[config.mk]
export PLATFORM = sky130hd
export DESIGN_NAME = can_muxbus_master
export DESIGN_NICKNAME = d
export VERILOG_FILES = /design/src/rtl/can_bus_pkg.sv /design/src/rtl/can_int_sync.sv /design/src/rtl/can_muxbus_master.sv
export SDC_FILE = /design/constraint.sdc
export NUM_CORES = 1
export LEC_CHECK = 0
export BUFFER_PORTS_ARGS = -buffer_cell sky130_fd_sc_hd__buf_2
export CAP_MARGIN = 20
export CORE_MARGIN = 2
export CORE_UTILIZATION = 53
export CTS_CLUSTER_SIZE = 14
export DETAILED_ROUTE_END_ITERATION = 8
export PLACE_DENSITY_LB_ADDON = 0.1
export SLEW_MARGIN = 10
export SYNTH_ARGS = -nofsm -noshare
export SYNTH_HDL_FRONTEND = slang
export SYNTH_SLANG_ARGS = --single-unit
[constraint.sdc]
create_clock -name clk -period 2.5 [get_ports clk]
set_input_delay 0 -clock clk [delete_from_list [all_inputs] [get_ports clk]]
set_output_delay 0 -clock clk [all_outputs]
set_load 0.05 [all_outputs]
[src/rtl/can_bus_pkg.sv]
// Shared definitions for the multiplexed-bus CAN controller master: FSM states,
// default timing constants and small sizing helpers.
package can_bus_pkg;

    typedef enum logic [2:0] {
        RST_PULSE,
        IDLE,
        ADDR,
        AHOLD,
        STROBE,
        CSHOLD,
        RECOVER
    } bus_state_t;

    localparam int DEF_NUM_CH     = 2;
    localparam int DEF_T_ALE      = 3;
    localparam int DEF_T_AH       = 1;
    localparam int DEF_T_STB      = 4;
    localparam int DEF_T_REC      = 2;
    localparam int DEF_RST_CYCLES = 256;

    function automatic int ch_width(input int n);
        return (n > 1) ? $clog2(n) : 1;
    endfunction

    // The one shared counter must hold the longest phase, including the reset pulse.
    function automatic int cnt_width(input int a, input int b, input int c,
                                     input int d, input int e);
        int m;
        m = a;
        if (b > m) m = b;
        if (c > m) m = c;
        if (d > m) m = d;
        if (e > m) m = e;
        return $clog2(m + 1);
    endfunction

endpackage

[src/rtl/can_int_sync.sv]
// Two-flop synchroniser turning the asynchronous active-low CAN interrupt lines
// into active-high interrupt requests in the clk domain.
module can_int_sync #(
    parameter int WIDTH = 2
) (
    input  logic             clk,
    input  logic             rst,
    input  logic [WIDTH-1:0] async_n,
    output logic [WIDTH-1:0] sync_out
);

    logic [WIDTH-1:0] meta;

    always_ff @(posedge clk) begin
        if (rst) begin
            meta     <= '0;
            sync_out <= '0;
        end else begin
            meta     <= ~async_n;
            sync_out <= meta;
        end
    end

endmodule

[src/rtl/can_muxbus_master.sv]
// Master for CAN controllers sharing a multiplexed 8-bit AD bus (ALE, CS_n, RD_n, WR_n).
// Define CAN_MUXBUS_HWRST_EN to drive a timed bus_rst_n pulse after every reset.
module can_muxbus_master
    import can_bus_pkg::*;
#(
    parameter int NUM_CH     = DEF_NUM_CH,
    parameter int T_ALE      = DEF_T_ALE,
    parameter int T_AH       = DEF_T_AH,
    parameter int T_STB      = DEF_T_STB,
    parameter int T_REC      = DEF_T_REC,
    parameter int RST_CYCLES = DEF_RST_CYCLES
) (
    input  logic                          clk,
    input  logic                          rst,
    input  logic                          req_valid,
    output logic                          req_ready,
    input  logic                          req_wr,
    input  logic [ch_width(NUM_CH)-1:0]   req_ch,
    input  logic [7:0]                    req_addr,
    input  logic [7:0]                    req_wdata,
    output logic                          rsp_valid,
    output logic [7:0]                    rsp_rdata,
    input  logic [7:0]                    bus_ad_i,
    output logic [7:0]                    bus_ad_o,
    output logic                          bus_ad_oe,
    output logic                          bus_ale,
    output logic [NUM_CH-1:0]             bus_cs_n,
    output logic                          bus_rd_n,
    output logic                          bus_wr_n,
    input  logic [NUM_CH-1:0]             bus_int_n,
    output logic [NUM_CH-1:0]             irq_o,
    output logic                          bus_rst_n
);

    localparam int CH_W  = ch_width(NUM_CH);
    localparam int CNT_W = cnt_width(RST_CYCLES, T_ALE, T_AH, T_STB, T_REC);

    bus_state_t        state;
    logic [CNT_W-1:0]  cnt;
    logic [CH_W-1:0]   ch_q;
    logic              wr_q;
    logic              ch_ok;
    logic [7:0]        wdata_q;
    logic [NUM_CH-1:0] sel_n;

    assign req_ready = (state == IDLE);

    always_comb begin
        sel_n = '1;
        for (int i = 0; i < NUM_CH; i++) begin
            if (int'(ch_q) == i) sel_n[i] = 1'b0;
        end
    end

`ifndef CAN_MUXBUS_HWRST_EN
    assign bus_rst_n = 1'b1;
`endif

    // Every phase loads the shared counter on entry and leaves when it reaches zero;
    // outputs are registered alongside the transition so they change with the state.
    always_ff @(posedge clk) begin
        if (rst) begin
`ifdef CAN_MUXBUS_HWRST_EN
            state     <= RST_PULSE;
            bus_rst_n <= 1'b0;
`else
            state     <= IDLE;
`endif
            cnt       <= '0;
            ch_q      <= '0;
            wr_q      <= 1'b0;
            ch_ok     <= 1'b0;
            wdata_q   <= '0;
            bus_cs_n  <= '1;
            bus_rd_n  <= 1'b1;
            bus_wr_n  <= 1'b1;
            bus_ale   <= 1'b0;
            bus_ad_o  <= '0;
            bus_ad_oe <= 1'b0;
            rsp_valid <= 1'b0;
            rsp_rdata <= '0;
        end else begin
            rsp_valid <= 1'b0;
            case (state)
`ifdef CAN_MUXBUS_HWRST_EN
                RST_PULSE: begin
                    if (cnt == CNT_W'(RST_CYCLES - 1)) begin
                        state     <= IDLE;
                        cnt       <= '0;
                        bus_rst_n <= 1'b1;
                    end else begin
                        cnt <= cnt + CNT_W'(1);
                    end
                end
`endif
                IDLE: begin
                    if (req_valid) begin
                        ch_q    <= req_ch;
                        wr_q    <= req_wr;
                        wdata_q <= req_wdata;
                        // An unpopulated channel is answered at once without touching the bus.
                        if (int'(req_ch) < NUM_CH) begin
                            ch_ok     <= 1'b1;
                            state     <= ADDR;
                            cnt       <= CNT_W'(T_ALE - 1);
                            bus_ale   <= 1'b1;
                            bus_ad_o  <= req_addr;
                            bus_ad_oe <= 1'b1;
                        end else begin
                            ch_ok <= 1'b0;
                            state <= CSHOLD;
                        end
                    end
                end
                ADDR: begin
                    if (cnt == '0) begin
                        state    <= AHOLD;
                        cnt      <= CNT_W'(T_AH - 1);
                        bus_ale  <= 1'b0;
                        bus_cs_n <= sel_n;
                    end else begin
                        cnt <= cnt - CNT_W'(1);
                    end
                end
                AHOLD: begin
                    if (cnt == '0) begin
                        state <= STROBE;
                        cnt   <= CNT_W'(T_STB - 1);
                        if (wr_q) begin
                            bus_wr_n  <= 1'b0;
                            bus_ad_o  <= wdata_q;
                            bus_ad_oe <= 1'b1;
                        end else begin
                            bus_rd_n  <= 1'b0;
                            bus_ad_o  <= '0;
                            bus_ad_oe <= 1'b0;
                        end
                    end else begin
                        cnt <= cnt - CNT_W'(1);
                    end
                end
                STROBE: begin
                    if (cnt == '0) begin
                        state    <= CSHOLD;
                        bus_rd_n <= 1'b1;
                        bus_wr_n <= 1'b1;
                        if (!wr_q) rsp_rdata <= bus_ad_i;
                    end else begin
                        cnt <= cnt - CNT_W'(1);
                    end
                end
                CSHOLD: begin
                    bus_cs_n  <= '1;
                    bus_ad_o  <= '0;
                    bus_ad_oe <= 1'b0;
                    rsp_valid <= 1'b1;
                    if (wr_q || !ch_ok) rsp_rdata <= '0;
                    if (T_REC == 0) begin
                        state <= IDLE;
                    end else begin
                        state <= RECOVER;
                        cnt   <= CNT_W'(T_REC - 1);
                    end
                end
                RECOVER: begin
                    if (cnt == '0) begin
                        state <= IDLE;
                    end else begin
                        cnt <= cnt - CNT_W'(1);
                    end
                end
                default: state <= IDLE;
            endcase
        end
    end

    can_int_sync #(
        .WIDTH(NUM_CH)
    ) u_int_sync (
        .clk     (clk),
        .rst     (rst),
        .async_n (bus_int_n),
        .sync_out(irq_o)
    );

endmodule

==> run metrics, run 1 <==
FF-to-FF setup slack 410 ps; number of global-route vias before repair roughly 2.0k; Yosys reg bits 50; Fmax between 400 and 500 MHz; area grow syn2layout 25.9%; Worst Setup Slack, final 408 ps; synthesized area around 2400 um^2; Clock power frac 0.130; post-synthesis compound-gate area fraction 0.233; crit-path max FO 8; relative slew slack 0.574; Clock Sinks 50; WHS Path Cells 2; syn_area_per_cell between 8 and 9 um^2; grt peak-use layer met2; grt total ovfl 0; reg2reg end rsp_rdata[3]; # Post-CTS Setup Buffers 0; Post-synth EDFFs 0; Routed WL roughly 5400 um; hold_buf cts 20; initial cell density of the core 0.548; Max rail drop VDD roughly 0.70 mV; FP Rows 24; routed len/inst between 10 and 15 um; fin crit share 0.837; CTS root buf clkbuf_8; Clock Skews 11.1 ps; commonest cells after routing, fill and taps aside 56 x buf_2, 50 x dfxtp_1, 37 x nand2_1; synth warn 0; Total GRT Usage 0.225; cells after synthesis roughly 270; status finished clean; Int Pwr roughly 0.002 W; drt first pass iters 6; drc violations 0; clk buf depth 2; DIE AREA around 5000 um^2; Vias/cell roughly 5.6; share of cells above drive strength 1 0.259; Post-Synth Adder-Cell Area 0.00528; CTS H-tree depth 2; M1 GR Usage 0.270; Cell variety after synth 53; TritonCTS Buffers 5; WP data required 2740 ps; vias between 2k and 2.5k; # port buffers 56; pre-CTS setup slack between 300 and 400 ps; 1st-iter DRT viols 113; PostCTS Resize Cnt 0; crit path kind flop to flop; max cap viols 0; Non-Filler Instances 388; critical path startpoint category flop; Least-Margin Pin Slew about 640 ps; Final Max Slew Viols 0; Final Wtd Congestion 0.810; Post-Synth XOR/XNOR Area 0; sequential power share 0.319; Hold Fails Final Rpt 0; main combinational cell family by area after synthesis compound AO/OA/AOI/OAI gates; fraction of registers with async set/reset 0; Net Sw Frac 0.474; global-route wire length before repair 9080 um; RR Startpoint cnt[0]; CTS tree done; CP endpoint kind flop; commonest non-fill, non-tap cell in the layout buf_2; GRT met2 Usage 0.391; Routed Antenna Nets 0; Comb power frac 0.551; Inst Count DP 360; # setup viols final 0; Final min period around 2100 ps; sequential area share after synthesis 0.422; largest net degree at the start of global routing 23; Pwr Total approximately 0.0038 W; RSZ-0062 raised after global routing no; Post-Syn Nets just under 300; Worst-Skew Late Latency between 300 and 400 ps; HP Start rst; Nets 367; chip width around 71 um; M3 GR Usage 0.0484; PD cells between 1000 and 1500 nW/um^2; Arr. time, crit path approximately 2300 ps; initial antenna violation count 0; WHS Endpoint u_int_sync.meta[0]; setup TNS 0 ps; multiplexer area fraction after synthesis 0.0549; post-DP HPWL roughly 3800 um; area of the core between 4000 and 5000 um^2; Die Span Y 70.9 um; R2R depth 6; NetSw roughly 0.0018 W; # diodes 0; Top-Level Pins 58; Reg clk slew, reported paths 100 ps; worst hold path type input pin to flop; post-synthesis simple-gate area fraction 0.230; Synth Flop Type dfxtp_1; Lkg Pwr 1.25 nW
## per-layer routing
layer / part of all wire / wire length [um]
met4: 0.014 / 77
met1: 0.44 / 2380
met5: 0 / 0
met3: 0.034 / 183
met2: 0.51 / 2760
## flip-flops by register name, indices dropped and copies added, names as in the netlist
| signal | count |
|---|---|
| bus_ad_o | 8 |
| bus_ad_oe | 1 |
| bus_ale | 1 |
| bus_cs_n | 2 |
| bus_rd_n | 1 |
| bus_wr_n | 1 |
| ch_ok | 1 |
| ch_q | 1 |
| cnt | 9 |
| rsp_rdata | 8 |
| rsp_valid | 1 |
| state | 3 |
| u_int_sync.meta | 2 |
| u_int_sync.sync_out | 2 |
| wdata_q | 8 |
| wr_q | 1 |
## power by group through the flow
stage,logic (W),registers (W),clock network [W]
floorplan,0.00133,0.00155,0
global placement,0.00205,0.00123,0
detailed placement,0.00208,0.00123,0
CTS,0.00211,0.00121,0.000507
global route,0.00231,0.00124,0.000540
finish,0.00210,0.00121,0.000495
## logic make-up (layout without fill, tap and decap cells)
kind of cell | after synthesis | in the layout
flops | 50 | 50
simple gates | 97 | 97
buf+inv | 31 | 102
compound gates | 72 | 72
other cells | 1 | 1
fa+ha+maj | 1 | 1
mux | 13 | 13
## cell type report
type                            count  area [um^2]
Fill cell                         372         1340
Timing Repair Buffer               83          533
Multi-Input combinational cell    184         1250
Sequential cell                    50         1000
Clock inverter                      2         12.5
Tap cell                           52         65.1
Inverter                           11         41.3
Clock buffer                        6         82.6
## synthesized netlist by cell type (2+ instances only)
library cell  number  area, um^2
a2111oi_0          3        26.3
a211o_1            2        17.5
a211oi_1           9        67.6
a21boi_0           2        15.0
a21oi_1           17        85.1
a221o_1            2        20.0
a222oi_1           7        70.1
a22o_1             8        70.1
a22oi_1            2        15.0
and2_1             2        12.5
buf_2              2        10.0
buf_4              2        15.0
clkbuf_1          15        56.3
dfxtp_1           50        1000
inv_1             11        41.3
mux2i_1           13         130
nand2_1           37         139
nand2b_1          12        75.1
nand3_1            6        30.0
nand3b_1           6        45.0
nor2_1            12        45.0
nor2b_1            4        25.0
nor3_1             2        10.0
o211a_1            3        30.0
o21ai_0            7        35.0
or3_1              2        12.5
## critical path, cell delays in order, from the launching register on
cell,delay [ps]
dfxtp_1,320
inv_1,90
ha_1,200
nor4b_4,390
a31oi_1,200
a311oi_4,570
mux2i_1,260
## worst max path at each step
stage / cells after the start / startpoint / end / slack [ps]
global placement: 6 / cnt[0] / rsp_rdata[6] / 470
detailed placement: 6 / cnt[0] / rsp_rdata[3] / 400
CTS: 6 / cnt[0] / rsp_rdata[3] / 400
global route: 6 / cnt[0] / rsp_rdata[1] / 250
finish: 6 / cnt[0] / rsp_rdata[3] / 410
floorplan: 6 / state[1] / wdata_q[1] / 510
## metrics by stage
step | cell area (um^2) | utilization | hold slack, ps
6_report | 2980 | 0.690 | 78.4
5_1_grt | 2980 | 0.690 | 103
4_1_cts | 2980 | 0.690 | 73.8
3_5_place_dp | 2690 | 0.622 | 160
3_3_place_gp | 2690 | 0.622 | 156
2_1_floorplan | 2380 | - | 72.4
Power figures use the tool's default switching activity.
==> run 2: changes to the inputs <==
--- a/config.mk
+++ b/config.mk
@@ -5,6 +5,7 @@
 export SDC_FILE = /design/constraint.sdc
 export NUM_CORES = 1
 export LEC_CHECK = 0
+export ABC_AREA = 1
 export BUFFER_PORTS_ARGS = -buffer_cell sky130_fd_sc_hd__buf_2
 export CAP_MARGIN = 20
 export CORE_MARGIN = 2
==> constraint.sdc (replaced) <==
create_clock -name clk -period 2 [get_ports clk]
set_input_delay 0 -clock clk [delete_from_list [all_inputs] [get_ports clk]]
set_output_delay 0 -clock clk [all_outputs]
set_load 0.05 [all_outputs]
==> run metrics, run 2 <==
drc violations 0; largest net degree at the start of global routing 31; Synth area leaders dfxtp_1 41%, nand2_1 13%, nor2_1 9.8%; top-count cell post-synth nand2_1; number of global-route vias before repair 2,093; cells after synthesis ~350; PD cells approximately 1800 nW/um^2; synthesized area approximately 2400 um^2; Vias/cell ~5; commonest non-fill, non-tap cell in the layout nand2_1; status finished clean; critical path startpoint category flop; Final Max Slew Viols 0; Final min period 1810 ps; Lkg Pwr approximately 1.6 nW; Reg clk slew, reported paths around 90 ps; area grow syn2layout 28.9%; vias between 2k and 2.5k; WP data required 2200 ps; Fmax ~550 MHz; clk buf depth 2; fill count roughly 370; share of the synthesized area in the top cell type 0.414; drt first pass iters 4; Yosys reg bits 50; Clock Skews between 3 and 4 ps; Cell variety after synth 31; RSZ-0062 raised after global routing no; Die Span Y about 72 um; grt total ovfl 0; initial antenna violation count 0; Final Wtd Congestion ~0.85; Pwr Total 0.00561 W; Top-Level Pins 58; commonest cells after routing, fill and taps aside 81 x nand2_1, 62 x nor2_1, 56 x buf_2; CTS H-tree depth 2; fraction of registers with async set/reset 0; DIE AREA roughly 5100 um^2; # diodes 0; Post-synth EDFFs 0; CTS tree done; Inst Count DP 456; routed len/inst between 10 and 15 um; # port buffers 56; share of cells above drive strength 1 0.228; Least-Margin Pin Slew between 800 and 900 ps; CTS root buf clkbuf_8; FP Rows 24; Total GRT Usage 0.230; Clock Sinks 50; relative slew slack 0.429; Routed WL slightly below 6000 um; Commonest cells post-synth 81 x nand2_1, 63 x nor2_1, 50 x dfxtp_1; # setup viols final 0; Nets roughly 470; syn_area_per_cell about 7 um^2; Non-Filler Instances 486; synth warn 0; max cap viols 0; CP endpoint kind flop; fin crit share 0.903; Max rail drop VDD between 0.8 and 0.9 mV; final core utilization 0.711; 1st-iter DRT viols about 170; Post-Syn Nets 383; worst hold path type input pin to flop; number of flip-flops in the largest register 9; Worst-Skew Late Latency about 300 ps; Routed Antenna Nets 0; crit-path max FO 8; crit path kind flop to flop; initial cell density of the core 0.551; area of the core approximately 4400 um^2; post-DP HPWL roughly 4000 um; Synth Flop Type dfxtp_1; Hold Fails Final Rpt 0; sequential area share after synthesis 0.414; global-route wire length before repair 9380 um; TritonCTS Buffers 5; chip width 71.5 um; post-synth top area cell dfxtp_1; setup TNS 0 ps; Arr. time, crit path 2010 ps; Biggest register cnt
-- run 2: cell types whose count changed in the layout (fill, tap and decap cells not counted), moves of 8 or more --
cell / before / now
a22o_1: 8 / 0
o21ai_0: 7 / 22
nand2b_1: 12 / 0
a211oi_1: 9 / 0
nor2_1: 12 / 62
mux2i_1: 13 / 0
inv_1: 11 / 29
nand3_1: 6 / 22
nand2_1: 37 / 81
-- run 2: cells by family after synthesis --
group	synth area share
AND/OR/NAND/NOR	0.369
XOR/XNOR	0.00362
buffers and inverters	0.0859
other	0.00155
adder cells (fa/ha/maj)	0.00518
AO/OA/AOI/OAI	0.121
flip-flops	0.414
-- run 2: cell type report --
cell class / instances / area (um^2) / share of cell area
multi-input cells: 255 / 1220 / 0.390
flip-flops and latches: 50 / 1000 / 0.321
repair buffers: 87 / 561 / 0.180
inverters: 34 / 130 / 0.0418
clock buffers: 6 / 82.6 / 0.0265
well taps: 52 / 65.1 / 0.0209
clock inverters: 2 / 60.1 / 0.0193
-- run 2: path summary, 6_finish.rpt --
path / from / end / slack [ps] / cells after the start
worst max-delay path: cnt[0] / bus_ad_o[7] / 190 / 11
worst min-delay path: bus_ad_i[7] / rsp_rdata[7] / 20 / 3
worst max register to register: cnt[0] / bus_ad_o[7] / 190 / 11
worst min register to register: u_int_sync.meta[1] / u_int_sync.sync_out[1] / 410 / 2
-- run 2: worst max-delay path, cell delays in order, from the launching register on --
cell and delay, ps:
dfxtp_1 350, inv_1 100, ha_1 170, nand2_1 70, nor2_2 130, nand3_2 170, buf_4 190, o21ai_2 140
buf_4 180, nand3b_1 80, nand2_1 80, nor2_1 60
-- run 2: layer usage --
layer  track usage  vias up  part of all wire
met2         0.379       65              0.46
met4        0.0503        0            0.0065
li1              -     1282                 -
met3        0.0478        4             0.041
met5             0        -                 0
met1         0.313     1043              0.49
-- run 2: where the power goes --
group	internal (W)	switching [W]	total [W]	leakage [nW]
logic	0.00106	0.00214	0.00319	1.09
clock network	0.000533	0.000334	0.000868	0.0714
registers	0.00133	0.000219	0.00155	0.411
total	0.00292	0.00269	0.00561	1.58
-- run 2: what timing repair did --
item,CTS,global route
setup endpoints to repair,0,30
gates resized for setup,0,2
hold endpoints to repair,19,0
hold buffers,19,0
setup buffers,0,3
-- run 2: metrics by stage --
stage,setup WS [ps],instance area [um^2],hold WS (ps)
after floorplan,360,2420,72.4
after global placement,169,2750,156
after detailed placement,77.2,2750,159
after CTS,38.5,3090,9.84
after global routing,25.3,3120,44.1
final,194,3120,17.9
==> run 3: changes to the inputs <==
--- a/config.mk
+++ b/config.mk
@@ -8,8 +8,9 @@
 export ABC_AREA = 1
 export BUFFER_PORTS_ARGS = -buffer_cell sky130_fd_sc_hd__buf_2
 export CAP_MARGIN = 20
+export CORE_ASPECT_RATIO = 1.75
 export CORE_MARGIN = 2
-export CORE_UTILIZATION = 53
+export CORE_UTILIZATION = 40
 export CTS_CLUSTER_SIZE = 14
 export DETAILED_ROUTE_END_ITERATION = 8
 export PLACE_DENSITY_LB_ADDON = 0.1
==> constraint.sdc (replaced) <==
create_clock -name clk -period 2 [get_ports clk]
set_input_delay 0 -clock clk [delete_from_list [all_inputs] [get_ports clk]]
set_output_delay 0 -clock clk [all_outputs]
set_load 0.02 [all_outputs]
==> run metrics, run 3 (synthesis results as in run 2) <==
Worst-Skew Late Latency between 300 and 400 ps; Lkg Pwr between 1.5 and 2 nW; FF-to-FF setup slack 200 ps; largest net degree at the start of global routing 31; commonest cells after routing, fill and taps aside 81 x nand2_1, 63 x nor2_1, 56 x buf_2; initial cell density of the core 0.411; vias between 2k and 2.5k; RSZ-0062 raised after global routing no; Inst Count DP between 400 and 500; Vias/cell approximately 4.8; sequential power share 0.310; FP Rows 37; Final Max Slew Viols 0; Reg clk slew, reported paths 100 ps; Max rail drop VDD 0.777 mV; Clock power frac 0.147; 1st-iter DRT viols between 90 and 100; DIE AREA around 6700 um^2; # setup viols final 0; routed len/inst around 12 um; number of global-route vias before repair 2,330; Die Span Y around 110 um; Net Sw Frac 0.462; PD cells approximately 1600 nW/um^2; Clock Sinks 50; relative slew slack 0.439; Final min period between 1500 and 2000 ps; reg2reg end state[1]; multi-input logic area around 1200 um^2; Routed Antenna Nets 0; crit-path max FO 8; area of the core a little under 6000 um^2; status finished clean; Non-Filler Instances about 510; NetSw around 0.0023 W; clk buf depth 2; number of flip-flops in the largest register 9; Fmax approximately 560 MHz; CP endpoint kind flop; CTS root buf clkbuf_8; worst hold path type input pin to flop; FF+latch area ~1000 um^2; TritonCTS Buffers 5; Int Pwr about 0.0027 W; critical path startpoint category flop; drc violations 0; max cap viols 0; setup TNS 0 ps; RR Startpoint cnt[0]; WHS Endpoint rsp_rdata[4]; grt total ovfl 0; R2R depth 11; WP data required 2240 ps; Top-Level Pins 58; post-DP HPWL 4530 um; Arr. time, crit path 2040 ps; Nets 460; crit path kind flop to flop; HP Start bus_ad_i[4]; commonest non-fill, non-tap cell in the layout nand2_1; Total GRT Usage 0.191; share of cells above drive strength 1 0.217; placed inst area around 2800 um^2; drt first pass iters 4; Hold Fails Final Rpt 0; Comb power frac 0.543; Final Wtd Congestion 0.861; fin crit share 0.901; area grow syn2layout 27.3%; global-route wire length before repair 10,200 um; # port buffers 56; WHS Path Cells 3; fill count around 620; Least-Margin Pin Slew 840 ps; Biggest register cnt; final core utilization 0.524; initial antenna violation count 0; CTS H-tree depth 2; CTS tree done; chip width roughly 63 um; Fin Hold WS approximately 11 ps; Clock Skews slightly above 10 ps; Routed WL 6060 um; # diodes 0; Finished Cell Area 3080 um^2
[run 3: changes by cell type in the layout (fill, tap and decap cells not counted)]
| cell | change |
|---|---|
| clkbuf_8 | -1 |
| clkinv_2 | +1 |
| nor2_1 | +1 |
| bufinv_16 | -1 |
| inv_6 | +1 |
| buf_4 | -5 |
| nor2_2 | -1 |
[run 3: stage by stage]
step                      setup slack, ps  total power [W]
after floorplan                       360          0.00356
after global placement                162          0.00420
after detailed placement              111          0.00422
after CTS                            99.1          0.00499
after global routing                 9.83          0.00541
final                                 199          0.00495
[run 3: critical path, cell delays in order, from the launching register on]
cell	delay (ps)
dfxtp_1	340
inv_1	90
ha_1	170
nand2_1	50
nor2_1	140
nand3_2	200
buf_4	210
o21ai_0	90
inv_1	80
nor2_1	150
nand2_1	70
a21oi_1	120
[run 3: power by group through the flow]
stage / sequential [W] / combinational (W) / clock, W
6_report: 0.00154 / 0.00269 / 0.000726
5_1_grt: 0.00158 / 0.00304 / 0.000783
4_1_cts: 0.00154 / 0.00270 / 0.000747
3_5_place_dp: 0.00156 / 0.00266 / 0
3_3_place_gp: 0.00156 / 0.00264 / 0
2_1_floorplan: 0.00172 / 0.00184 / 0
[run 3: area by class of cell]
type                            instances  area share
Multi-Input combinational cell        255       0.394
Clock inverter                          3      0.0142
Timing Repair Buffer                   82       0.170
Clock buffer                            5      0.0224
Tap cell                               78      0.0317
Sequential cell                        50       0.325
Inverter                               34      0.0423
[run 3: layer usage]
metal	global-route usage	part of all wire
met5	0	0
met4	0.0794	0.020
met3	0.0336	0.036
met2	0.377	0.55
met1	0.191	0.40
[run 3: worst max-delay path by stage]
stage | from | endpoint | slack (ps)
after floorplan | cnt[0] | cnt[3] | 360
final | cnt[0] | state[1] | 200
after global placement | cnt[0] | state[0] | 160
after detailed placement | cnt[0] | state[2] | 110
after CTS | cnt[0] | state[1] | 100
after global routing | cnt[0] | state[1] | 10
[run 3: what timing repair did]
item                                   4_1_cts  5_1_grt
endpoints found under the hold margin       19        0
hold buffers                                19        0
resized for setup                            0        1
setup buffers                                0        0
setup endpoints to repair                    0        6
